==> src/rtl/bit_mem_ctrl.sv <==
// Access controller for an 8x8 latch-based bitcell array.
// Two requesters (A=0, B=1) share the array through a round-robin arbiter.
// Every operation runs SETUP -> STROBE (STROBE_CYCLES) -> RELEASE, so rw and
// column data settle a cycle before the row select rises and remain a cycle
// after it falls. All array-facing signals come straight from flops.
//
// Handshake: a requester raises req_valid[i] with its fields and holds them
// until it sees req_valid[i] & req_ready[i] at a rising edge. That edge
// accepts the request. req_ready is combinational, is asserted only in IDLE,
// and goes to at most one requester. Dropping valid before acceptance is
// allowed and produces no operation. Completion is a one-cycle
// rsp_valid[owner] pulse. rsp_rdata is valid with that pulse for reads.
//
// STROBE_CYCLES must lie in 1..15 because it loads a 4-bit down-counter.
module bit_mem_ctrl #(
   parameter int ADDR_W        = 3,
   parameter int DATA_W        = 8,
   parameter int STROBE_CYCLES = 1
) (
   input  logic                  clk,
   input  logic                  rst_n,
   input  logic [1:0]            req_valid,
   input  logic [1:0]            req_we,
   input  logic [2*ADDR_W-1:0]   req_addr,
   input  logic [2*DATA_W-1:0]   req_wdata,
   output logic [1:0]            req_ready,
   output logic [1:0]            rsp_valid,
   output logic [DATA_W-1:0]     rsp_rdata,
   output logic [2**ADDR_W-1:0]  mem_sel,
   output logic                  mem_rw,
   output logic [DATA_W-1:0]     mem_data,
   input  logic [DATA_W-1:0]     mem_q,
   output logic                  busy
);

   localparam int         ROWS        = 2**ADDR_W;
   localparam logic [3:0] STROBE_LOAD = 4'(STROBE_CYCLES);

   typedef enum logic [1:0] {
      ST_IDLE    = 2'd0,
      ST_SETUP   = 2'd1,
      ST_STROBE  = 2'd2,
      ST_RELEASE = 2'd3
   } state_e;

   state_e              state_q, state_d;
   logic [3:0]          cnt_q, cnt_d;
   logic                owner_q, owner_d;
   logic                we_q, we_d;
   logic [ADDR_W-1:0]   addr_q, addr_d;
   logic [DATA_W-1:0]   wdata_q, wdata_d;
   logic                last_q, last_d;        // 1 = B was granted last
   logic [ROWS-1:0]     mem_sel_q, mem_sel_d;
   logic                mem_rw_q, mem_rw_d;
   logic [DATA_W-1:0]   mem_data_q, mem_data_d;
   logic [1:0]          rsp_valid_q, rsp_valid_d;
   logic [DATA_W-1:0]   rsp_rdata_q, rsp_rdata_d;

   logic                accept;
   logic                grant_b;

   // Round-robin arbiter: one ready at most, only while idle.
   always_comb begin
      req_ready = 2'b00;
      if (state_q == ST_IDLE) begin
         case (req_valid)
            2'b01:   req_ready = 2'b01;
            2'b10:   req_ready = 2'b10;
            2'b11:   req_ready = last_q ? 2'b01 : 2'b10;
            default: req_ready = 2'b00;
         endcase
      end
      accept  = |(req_valid & req_ready);
      grant_b = req_ready[1];
   end

   // Next-state, operation latch and registered array/response outputs.
   always_comb begin
      state_d     = state_q;
      cnt_d       = cnt_q;
      owner_d     = owner_q;
      we_d        = we_q;
      addr_d      = addr_q;
      wdata_d     = wdata_q;
      last_d      = last_q;
      rsp_rdata_d = rsp_rdata_q;

      case (state_q)
         ST_IDLE: begin
            if (accept) begin
               owner_d = grant_b;
               we_d    = grant_b ? req_we[1] : req_we[0];
               addr_d  = grant_b ? req_addr[2*ADDR_W-1:ADDR_W] : req_addr[ADDR_W-1:0];
               wdata_d = grant_b ? req_wdata[2*DATA_W-1:DATA_W] : req_wdata[DATA_W-1:0];
               last_d  = grant_b;
               state_d = ST_SETUP;
            end
         end
         ST_SETUP: begin
            state_d = ST_STROBE;
            cnt_d   = STROBE_LOAD;
         end
         ST_STROBE: begin
            if (cnt_q <= 4'd1) begin
               // Only the edge that ends the final strobe cycle captures read data.
               state_d = ST_RELEASE;
               cnt_d   = 4'd0;
               if (!we_q) begin
                  rsp_rdata_d = mem_q;
               end
            end else begin
               cnt_d = cnt_q - 4'd1;
            end
         end
         ST_RELEASE: begin
            state_d = ST_IDLE;
         end
         default: begin
            state_d = ST_IDLE;
         end
      endcase

      // Array outputs are derived from the next state so they switch on the
      // same edge as the FSM without any output glitching.
      mem_sel_d = '0;
      if (state_d == ST_STROBE) begin
         mem_sel_d[addr_d] = 1'b1;
      end
      mem_rw_d   = (state_d != ST_IDLE) && we_d;
      mem_data_d = ((state_d != ST_IDLE) && we_d) ? wdata_d : '0;

      rsp_valid_d = 2'b00;
      if (state_d == ST_RELEASE) begin
         rsp_valid_d[owner_d] = 1'b1;
      end
   end

   // State and output registers; reset drops the array interface at once.
   always_ff @(posedge clk or negedge rst_n) begin
      if (!rst_n) begin
         state_q     <= ST_IDLE;
         cnt_q       <= 4'd0;
         owner_q     <= 1'b0;
         we_q        <= 1'b0;
         addr_q      <= '0;
         wdata_q     <= '0;
         last_q      <= 1'b1;
         mem_sel_q   <= '0;
         mem_rw_q    <= 1'b0;
         mem_data_q  <= '0;
         rsp_valid_q <= 2'b00;
         rsp_rdata_q <= '0;
      end else begin
         state_q     <= state_d;
         cnt_q       <= cnt_d;
         owner_q     <= owner_d;
         we_q        <= we_d;
         addr_q      <= addr_d;
         wdata_q     <= wdata_d;
         last_q      <= last_d;
         mem_sel_q   <= mem_sel_d;
         mem_rw_q    <= mem_rw_d;
         mem_data_q  <= mem_data_d;
         rsp_valid_q <= rsp_valid_d;
         rsp_rdata_q <= rsp_rdata_d;
      end
   end

   assign mem_sel   = mem_sel_q;
   assign mem_rw    = mem_rw_q;
   assign mem_data  = mem_data_q;
   assign rsp_valid = rsp_valid_q;
   assign rsp_rdata = rsp_rdata_q;
   assign busy      = (state_q != ST_IDLE);

endmodule

==> config.mk <==
export PLATFORM = sky130hd
export DESIGN_NAME = bit_mem_ctrl
export DESIGN_NICKNAME = d
export VERILOG_FILES = /design/src/rtl/bit_mem_ctrl.sv
export SDC_FILE = /design/constraint.sdc
export NUM_CORES = 1
export LEC_CHECK = 0
export CORE_ASPECT_RATIO = 0.5
export CORE_MARGIN = 2
export CORE_UTILIZATION = 66
export DETAILED_ROUTE_END_ITERATION = 16
export DONT_BUFFER_PORTS = 1
export PLACE_DENSITY = 0.82
export SKIP_CTS_REPAIR_TIMING = 1
export SLEW_MARGIN = 40
export SYNTH_ARGS = -nofsm -noshare
export SYNTH_HDL_FRONTEND = slang
export SYNTH_SLANG_ARGS = --single-unit
==> constraint.sdc <==
create_clock -name clk -period 2.8 [get_ports clk]
set_input_delay 0.56 -clock clk [delete_from_list [all_inputs] [get_ports clk]]
set_output_delay 0.56 -clock clk [all_outputs]
set_load 0.005 [all_outputs]
## Word level (Yosys, flattened, before mapping)

Cells that the tools add are included.

| cells by class | value |
|---|---|
| add/sub/neg operators | 1 |
| $lt $le $gt $ge | 5 |
| eq/ne operators | 8 |
| multiplexer cells | 26 |
| bitwise operators | 2 |
| reductions and logical operators | 10 |

Operators with widths:

| kind | number |
|---|---|
| two-way mux 8 bit | 5 |
| == test 2 bit, second input constant | 6 |
| two-way mux 2 bit | 5 |
| two-way mux 3 bit | 3 |
| one-hot mux 2 bit (4 select lines) | 1 |
| one-hot mux 4 bit (2 select lines) | 1 |
| two-way mux 1 bit | 7 |
| one-hot mux 2 bit (3 select lines) | 1 |
| nonzero test 2 bit | 3 |
| == test 2 x 1 -> 1 bit, second input constant | 2 |
| less-or-equal comparator 4 x 1 -> 1 bit, second input constant | 1 |
| less-than comparator 3 x 4 -> 1 bit, second input constant | 1 |
| two-way mux 4 bit | 1 |
| subtractor 4 x 1 -> 4 bit, second input constant | 1 |
| demux 1 bit (select 3 bit) | 1 |
| greater-or-equal comparator 3 x 1 -> 1 bit, second input constant | 1 |
| logical AND 1 bit | 3 |
| AND reduction 3 bit | 1 |
| AND 2 bit | 1 |
| logical NOT 2 bit | 1 |
| less-than comparator 1 x 2 -> 1 bit, second input constant | 1 |
| AND reduction 2 bit | 1 |
| OR reduction 2 bit | 1 |
| demux 1 bit (select 1 bit) | 1 |
| other kinds (2) | 2 |

| storage, ports and cells | value |
|---|---|
| register bits | 47 |
| input port bits | 36 |
| output and inout port bits | 30 |

## Longest topological paths before layout

Gate-level depths: netlist (run 1).

| logic depth | value |
|---|---|
| depth after elaboration | 12 |
| mapped depth | 8 |
| gate-level depth less buffers | 7 |

## Worst setup path before layout (run 1)

Ideal clock, no wire load.

| path | value |
|---|---|
| kind | reg-to-reg |
| start | reg state_q[0] |
| end | reg mem_data_q[1] (netlist: mem_data[1]) |
| setup time | 156 ps |
| data arrival time | 1723 ps |
| required time | 2644 ps |
| slack | 920 ps |
| cell stages (with the launch flop) | 7 |
| path buffers | 0 |
| clock period less this slack | 1880 ps |
| cell sequence | dfrtp_1 inv_1 ha_1 o21ai_0 and2_1 a221oi_2 nor3_2 |

| on the way | value |
|---|---|
| longest elaborated chain between the ends | 9 |
| elaborated cells on any way between the ends | 19 |

RTL lines:

| element | line | text |
|---|---|---|
| from (decl) | 46 | `state_e state_q, state_d;` |
| from (signal assigned) | 154 | `state_q <= state_d;` |
| logical NOT 2 bit | 65, 88 |  |
| two-way mux 2 bit | 65 | `if (state_q == ST_IDLE) begin` |
| AND 2 bit | 73 | `accept = \|(req_valid & req_ready);` |
| OR reduction 2 bit | 73 |  |
| two-way mux 2 bit | 90 | `if (accept) begin` |
| one-hot mux 2 bit (4 select lines) | 88 | `case (state_q)` |
| nonzero test 2 bit | 130 | `mem_data_d = ((state_d != ST_IDLE) && we_d) ? wdata_d : '0;` |
| logical AND 1 bit | 130 |  |
| two-way mux 8 bit (*) | 130 |  |
| net mem_data_d[1] | 55 | `logic [DATA_W-1:0] mem_data_q, mem_data_d;` |
| to (signal assigned) | 163 | `mem_data_q <= mem_data_d;` |
| to (decl) | 55 |  |

Mark *: on every way through the listed nets, which the timed path passes. The rest lies on a longest branch.
A chain may end at the register's enable or synchronous reset.

## Worst setup path after layout (run 1)

| path | value |
|---|---|
| start | reg state_q[0] |
| end | out req_ready[1] |

| on the way | value |
|---|---|
| longest elaborated chain between the ends | 2 |

RTL lines:

| element | line | text |
|---|---|---|
| logical NOT 2 bit | 65 |  |
| two-way mux 2 bit | 65 |  |
| to (decl) | 26 | `output logic [1:0] req_ready,` |

Every way passes these cells.

==> out/qor.yml, run 1 <==
cts:
  cts_max_level: 2
  clkTransAtPathRegs_ns: 0.09
  cts.sinks: 47
  root_buffer: "clkbuf_8"
  clk_path_buf_depth: 2
  cts_made_buffers: 5
  clock_latency_ns: 0.29
  cts_tree: "done"
final_layout:
  nets: 223
  regArea_um2: 1180
  syn2layout_area_growth_pct: 7.02
  drive_above_1_share_pct: 18.7
  layout_commonest_cell: "dfrtp_1"
  fillCellCount: 209
  final_cell_mix: "46 x dfrtp_1, 18 x inv_1, 11 x nand2_1, 11 x o2bb2ai_1, 10 x o21bai_1"
  diodes: 0
  multiInputGateArea_um2: 843
  final_cell_count_no_fill: 222
detailed_routing:
  drt_iter0_markers: 76
  drc: 0
  vias: 1345
  finalWirelength_mm: 3.96
  dr.pass1.iters: 4
  via_per_inst: 6.06
  routedWlPerCell_um: 17.8
  ant_nets: 0
floorplan:
  fp.dieW_um: 84.1
  initial_core_util_pct: 69.9
  fp.dieH_um: 44.1
  core-area_um2: 3030
  design.die.area_um2: 3710
  rows: 14
  boundaryPins: 66
critical_path:
  crit_fanout: 11
  reg2reg_slack_ns: 0.46
  cp.arrival_ns: 1.86
  crit_chain: "inv_1 > ha_1 > nand2_1 > nor2_1"
  critPathLaunchType: "register"
  crit_family: "simple AND/OR/NAND/NOR gates"
  r2r_start: "state_q[0]"
  crit_buf_inv: 1
  max_stage_delay_ns: 0.56
  slowest_stage: "nor2_1"
  end_kind: "primary output"
  r2r_cells: 7
  path_class: "reg -> out"
  cp.required_ns: 2.24
  r2r-end: "mem_sel[4]"
synthesis:
  syn-num-nets: 221
  yosys.area_share.simple_pct: 15.3
  synth-compound-area-share_pct: 16.8
  synthesis.instances: 180
  yosys-top-cells-area: "dfrtp_1 54%, o2bb2ai_1 4.5%, mux2_2 4.3%"
  synth_area_per_cell_um2: 11.8
  muxShareOfSynthArea_pct: 4.25
  ys_ff_latch: 47
  async_flop_share_pct: 100
  synth_xor_area_share_pct: 0
  syn_area_um2: 2120
  yosys.area.top_type: "dfrtp_1"
  synth_top_family_by_area: "compound AO/OA/AOI/OAI gates"
  ys_types: 37
  synth_fa_ha_area_share_pct: 2.95
  yosys_warnings: 0
  ys.flop_type: "dfrtp_1"
  yosysSeqAreaShare_pct: 55.5
  yosysTopAreaCellShare_pct: 54.3
  synth_edf_count: 0
grt:
  grt_pass1_vias: 1328
  antenna_found_initial: 0
  overflow: 0
  grt_pass1_wl_mm: 6.67
  grt_max_degree: 48
  grt_usage_pct: 24.0
pwr:
  p_per_area_nw_per_um2: 1200
  seqPwrFrac_pct: 41.3
  p_comb_share_pct: 44.1
  p_int_mw: 1.64
  irDropWorstVdd_mv: 0.654
  swShare_pct: 40.0
  cellLeakagePower_nw: 1.05
  clkPwrFrac_pct: 14.6
  switching_power_mw: 1.09
outcome:
  status: "finished clean"
timing:
  final_hold_viol_count: 0
  drv_slew: 0
  period_minus_slack_ns: 2.42
  fmax_mhz: 412
  setup_tns_ns: 0
  rsz0062_at_grt: "false"
  min_period_over_period_pct: 86.6
  relSlewSlack_pct: 49.8
  setup_viol: 0
  tightest_slew_ns: 0.745
  finalClockSkew_ns: 0.0124
job:
  max-cap-violations: 0
placement:
  io_buffers: 0
  dp_hpwl_mm: 2.78
  gp_congestion: 0.851
  dp_cells: 214
hold_path:
  hold_path_class: "in -> async"
## kinds of logic (layout without fill, tap and decap cells)
kind of cell,after synthesis,in the layout
simple gates,48,48
flops,47,47
compound gates,46,46
buf+inv,26,28
mux,8,8
fa+ha+maj,5,5
## per-stage QoR
stage                     hold slack [ns]  area [um^2]  utilization (%)  setup slack, ns  power [mW]
after floorplan                     0.264         2120                -            0.920        2.10
after global placement              0.265         2140             70.7            0.492        2.27
after detailed placement            0.265         2150             71.1            0.499        2.32
after CTS                         -0.0556         2240             73.9            0.392        2.73
after global routing               0.0855         2270             74.9            0.190        2.96
final                              0.0967         2270             74.9            0.375        2.73
## area by class of cell
class | instances | area share [%]
sequential | 47 | 51.9
timing repair buffer | 3 | 1.88
clock buffer | 6 | 3.64
clock inverter | 1 | 0.221
multi-input combinational | 107 | 37.2
tap | 40 | 2.21
inverter | 18 | 2.98
## power by group through the flow
stage / Combinational (mW) / Clock (mW) / Sequential (mW)
6_report: 1.21 / 0.398 / 1.13
5_1_grt: 1.36 / 0.433 / 1.16
4_1_cts: 1.18 / 0.409 / 1.13
3_5_place_dp: 1.18 / 0 / 1.14
3_3_place_gp: 1.13 / 0 / 1.14
2_1_floorplan: 0.999 / 0 / 1.10
## registers in the layout (all words and copies together), names as in the netlist
register and count:
mem_sel 8, wdata_q 8, owner_q 1, last_q 1, mem_rw 1, state_q 2, rsp_rdata 8, mem_data 8
rsp_valid 2, addr_q 3, we_q 1, cnt_q 4
## cells in the mapped netlist (2+ instances only)
library cell and n:
o21bai_1 10, ha_1 5, nand2b_1 2, buf_2 4
nor2_1 5, nor4_1 8, clkbuf_1 3, nor3_2 8
o2bb2ai_1 11, mux2_2 8, dfrtp_1 46, a21boi_0 8
o21ai_0 6, and3_1 2, a221oi_2 2, a22oi_1 2
and2_1 3, inv_1 18, nand2_1 11
## routing by layer
metal | routed length (um) | GRT usage, %
met5 | 0 | 0
met4 | 25 | 6.45
met3 | 274 | 7.28
met2 | 1850 | 38.7
met1 | 1810 | 32.7
## worst max-delay path by stage
stage | endpoint | startpoint | cells after the start | slack [ns]
2_1_floorplan | mem_data[1] | state_q[0] | 6 | 0.92
3_3_place_gp | mem_rw | state_q[0] | 6 | 0.49
3_5_place_dp | mem_sel[4] | state_q[0] | 7 | 0.50
4_1_cts | req_ready[1] | state_q[0] | 4 | 0.39
5_1_grt | req_ready[1] | state_q[0] | 4 | 0.19
6_report | req_ready[1] | state_q[0] | 4 | 0.38
## worst reg2reg max path, stage by stage, from the launching register on
cell and delay [ns]:
dfrtp_1 0.36, inv_1 0.08, ha_1 0.26, nand2_1 0.32
nor2_1 0.25, a221oi_2 0.46, inv_1 0.17, nor4_1 0.33
Power figures use the tool's default switching activity.
==> run 2: changes to the inputs <==
--- a/config.mk
+++ b/config.mk
@@ -10,7 +10,7 @@
 export CORE_UTILIZATION = 66
 export DETAILED_ROUTE_END_ITERATION = 16
 export DONT_BUFFER_PORTS = 1
-export PLACE_DENSITY = 0.82
+export PLACE_DENSITY = 0.88
 export SKIP_CTS_REPAIR_TIMING = 1
 export SLEW_MARGIN = 40
 export SYNTH_ARGS = -nofsm -noshare
==> out/qor.yml, run 2 (same netlist as run 1, synthesis figures left out) <==
pwr:
  swShare_pct: 39.6
  irDropWorstVdd_mv: 0.673
  cellLeakagePower_nw: 1.07
  p_comb_share_pct: 42.7
  switching_power_mw: 1.14
  p_per_area_nw_per_um2: 1250
  seqPwrFrac_pct: 39.5
  p_int_mw: 1.74
  clkPwrFrac_pct: 17.8
placement:
  gp_congestion: 0.882
  io_buffers: 0
  place_ws_ns: 0.536
  dp_cells: 215
  dp_hpwl_mm: 3.06
timing:
  period_minus_slack_ns: 2.33
  min_period_over_period_pct: 83.3
  relSlewSlack_pct: 53.4
  final_hold_viol_count: 0
  rsz0062_at_grt: "false"
  setup_slack_ns: 0.468
  fmax_mhz: 429
  setup_tns_ns: 0
  setup_viol: 0
  finalClockSkew_ns: 0.00887
  tightest_slew_ns: 0.692
  drv_slew: 0
cts:
  cts_tree: "done"
  cts.sinks: 47
  cts_max_level: 2
  root_buffer: "clkbuf_8"
  clkTransAtPathRegs_ns: 0.09
  clock_latency_ns: 0.31
  clk_path_buf_depth: 2
  cts_made_buffers: 5
final_layout:
  drive_above_1_share_pct: 19.6
  diodes: 0
  fillCellCount: 208
  syn2layout_area_growth_pct: 8.26
  nets: 224
  layout_commonest_cell: "dfrtp_1"
  final_cell_mix: "46 x dfrtp_1, 18 x inv_1, 11 x nand2_1, 11 x o2bb2ai_1, 10 x o21bai_1"
  final_cell_count_no_fill: 224
critical_path:
  max_stage_delay_ns: 0.47
  crit_family: "simple AND/OR/NAND/NOR gates"
  cp.required_ns: 2.24
  slowest_stage: "nor2_1"
  cp.arrival_ns: 1.77
  crit_fanout: 11
  crit_buf_inv: 1
  critPathLaunchType: "register"
  end_kind: "primary output"
  r2r_start: "state_q[0]"
  crit_start: "state_q[0]"
  path_class: "reg -> out"
  crit_chain: "inv_1 > ha_1 > nand2_1 > nor2_1"
grt:
  grt_usage_pct: 24.9
  grt_max_degree: 48
  grt_pass1_wl_mm: 6.90
  grt_pass1_vias: 1433
  antenna_found_initial: 0
  overflow: 0
detailed_routing:
  dr.pass1.iters: 4
  drt_iter0_markers: 76
  finalWirelength_mm: 4.33
  vias: 1422
  ant_nets: 0
  via_per_inst: 6.35
  routedWlPerCell_um: 19.3
  drc: 0
floorplan:
  fp.dieH_um: 44.1
  fp.dieW_um: 84.1
  initial_core_util_pct: 69.9
  rows: 14
  core-area_um2: 3030
  boundaryPins: 66
  design.die.area_um2: 3710
job:
  max-cap-violations: 0
outcome:
  status: "finished clean"
hold_path:
  hold_path_class: "in -> async"
-- run 2: cell types whose count changed in the layout (fill, tap and decap cells not counted), sizes merged --
cell,before,now
buf,3,4
bufinv,0,1
-- run 2: metal layers --
metal	up-vias	global-route usage, %	routed length [um]
li1	641	-	-
met1	710	30.7	1850
met2	61	42.4	2100
met3	10	7.84	289
met4	0	10.0	95
met5	-	0	0
-- run 2: final timing paths --
| kind | slack (ns) | endpoint | depth (start not counted) |
|---|---|---|---|
| setup / recovery | 0.47 | req_ready[1] | 4 |
| hold / removal | 0.08 | last_q | 0 |
| setup reg to reg | 0.49 | mem_sel[4] | 7 |
| hold reg to reg | 0.52 | cnt_q[3] | 1 |
| max in group asynchronous | 2.50 | rsp_rdata[7] | 1 |
| min in group clk | 0.38 | we_q | 2 |
-- run 2: power groups by stage --
stage | sequential [mW] | clock, mW | combinational (mW)
after floorplan | 1.10 | 0 | 0.999
after global placement | 1.14 | 0 | 1.14
after detailed placement | 1.15 | 0 | 1.21
after CTS | 1.14 | 0.523 | 1.21
after global routing | 1.17 | 0.544 | 1.36
final | 1.14 | 0.513 | 1.23
-- run 2: stage by stage --
| step | power [mW] | hold slack, ns | util [%] | cell area (um^2) |
|---|---|---|---|---|
| detailed placement | 2.36 | 0.265 | 70.9 | 2150 |
| global placement | 2.27 | 0.265 | 70.9 | 2150 |
| CTS | 2.87 | -0.0726 | 74.8 | 2270 |
| floorplan | 2.10 | 0.264 | - | 2120 |
| finish | 2.88 | 0.0841 | 75.7 | 2290 |
| global route | 3.07 | 0.0703 | 75.7 | 2290 |
-- run 2: layout make-up --
class	count	area, um^2	share of cell area (%)
sequential	47	1180	51.3
multi-input combinational	107	832	36.3
clock buffer	6	82.6	3.60
inverter	18	67.6	2.94
timing repair buffer	4	50.0	2.18
tap	40	50.0	2.18
clock inverter	2	35.0	1.53
==> run 3: changes to the inputs <==
--- a/config.mk
+++ b/config.mk
@@ -7,10 +7,10 @@
 export LEC_CHECK = 0
 export CORE_ASPECT_RATIO = 0.5
 export CORE_MARGIN = 2
-export CORE_UTILIZATION = 66
+export CORE_UTILIZATION = 62
 export DETAILED_ROUTE_END_ITERATION = 16
 export DONT_BUFFER_PORTS = 1
-export PLACE_DENSITY = 0.88
+export PLACE_DENSITY = 0.84
 export SKIP_CTS_REPAIR_TIMING = 1
 export SLEW_MARGIN = 40
 export SYNTH_ARGS = -nofsm -noshare
==> constraint.sdc (replaced) <==
create_clock -name clk -period 2.3 [get_ports clk]
set_input_delay 0.46 -clock clk [delete_from_list [all_inputs] [get_ports clk]]
set_output_delay 0.46 -clock clk [all_outputs]
set_load 0.005 [all_outputs]
==> out/qor.yml, run 3 (same netlist as run 1, synthesis figures left out) <==
critical_path:
  r2r_start: "state_q[0]"
  r2r-end: "mem_sel[5]"
  cp.required_ns: 1.84
  critPathLaunchType: "register"
  reg2reg_slack_ns: 0.16
  crit_family: "simple AND/OR/NAND/NOR gates"
  r2r_cells: 6
  max_stage_delay_ns: 0.41
  crit_buf_inv: 2
  crit_fanout: 5
  end_kind: "primary output"
  cp.arrival_ns: 1.70
  slowest_stage: "dfrtp_1"
  crit_chain: "inv_1 > ha_1 > nand2_1 > nor2_1 > buf_4"
  path_class: "reg -> out"
grt:
  overflow: 0
  grt_usage_pct: 24.0
  grt_pass1_vias: 1464
  grt_max_degree: 48
  antenna_found_initial: 0
  grt_pass1_wl_mm: 6.93
detailed_routing:
  routedWlPerCell_um: 18.6
  finalWirelength_mm: 4.29
  dr.pass1.iters: 4
  drc: 0
  ant_nets: 0
  drt_iter0_markers: 56
  via_per_inst: 6.07
  vias: 1402
hold_path:
  hold_path_class: "in -> async"
floorplan:
  core-area_um2: 3140
  fp.dieH_um: 45.3
  fp.dieW_um: 86.7
  boundaryPins: 66
  rows: 14
  design.die.area_um2: 3930
  initial_core_util_pct: 67.6
final_layout:
  layout_commonest_cell: "dfrtp_1"
  final_cell_mix: "46 x dfrtp_1, 18 x inv_1, 11 x nand2_1, 11 x o2bb2ai_1"
  syn2layout_area_growth_pct: 11.5
  drive_above_1_share_pct: 22.5
  nets: 231
  fin_area_um2: 2360
  diodes: 0
  finish.utilization_pct: 75.3
cts:
  clk_path_buf_depth: 2
  cts_max_level: 2
  cts_tree: "done"
  clock_latency_ns: 0.30
  cts.sinks: 47
  root_buffer: "clkbuf_8"
  clkTransAtPathRegs_ns: 0.09
  cts_made_buffers: 5
timing:
  whs_ns: 0.000195
  setup_viol: 0
  min_period_over_period_pct: 93.8
  tightest_slew_ns: 0.553
  final_hold_viol_count: 0
  drv_slew: 0
  finalClockSkew_ns: 0.00930
  fmax_mhz: 463
  period_minus_slack_ns: 2.16
  relSlewSlack_pct: 63.0
  setup_tns_ns: 0
placement:
  io_buffers: 0
  dpl_cell_area_um2: 2200
  gp_congestion: 0.802
  dp_hpwl_mm: 3.03
pwr:
  p_int_mw: 2.18
  switching_power_mw: 1.40
  irDropWorstVdd_mv: 0.781
  clkPwrFrac_pct: 17.4
  power.total_mw: 3.59
  seqPwrFrac_pct: 38.6
  p_comb_share_pct: 44.0
  cellLeakagePower_nw: 1.10
  swShare_pct: 39.1
  p_per_area_nw_per_um2: 1520
job:
  max-cap-violations: 0
outcome:
  status: "finished clean"
==> run 3: cell types whose count changed in the layout (fill, tap and decap cells not counted), sizes merged <==
cell    change
clkinv      -1
inv         +1
buf         +7
==> run 3: layout make-up <==
cell class / instances / area [um^2]
Timing Repair Buffer: 11 / 103
Multi-Input combinational cell: 107 / 843
Inverter: 18 / 67.6
Clock inverter: 2 / 38.8
Tap cell: 40 / 50.0
Clock buffer: 6 / 82.6
Fill cell: 209 / 773
Sequential cell: 47 / 1180
==> run 3: worst max-delay path by stage <==
stage,from,end,cells after the start
finish,state_q[0],req_ready[1],5
CTS,state_q[0],mem_sel[0],7
detailed placement,state_q[0],mem_sel[0],7
global placement,state_q[0],mem_sel[0],7
floorplan,state_q[0],mem_data[1],6
global route,state_q[0],req_ready[1],5
==> run 3: metal layers <==
metal | vias to the layer above | track usage [%] | routed length (um)
li1 | 650 | - | -
met1 | 696 | 28.7 | 1850
met2 | 47 | 42.9 | 2120
met3 | 9 | 7.50 | 269
met4 | 0 | 7.50 | 47
met5 | - | 0 | 0
==> run 3: metrics by stage <==
step,setup slack [ns],std cells
6_report,0.142,231
3_3_place_gp,0.386,222
5_1_grt,-0.00456,231
4_1_cts,0.136,230
2_1_floorplan,0.420,180
3_5_place_dp,0.152,222
==> run 3: power by group through the flow <==
stage | registers, mW | clock network (mW) | logic (mW)
finish | 1.39 | 0.625 | 1.58
CTS | 1.39 | 0.644 | 1.54
global route | 1.42 | 0.681 | 1.75
global placement | 1.39 | 0 | 1.45
detailed placement | 1.40 | 0 | 1.53
floorplan | 1.34 | 0 | 1.22
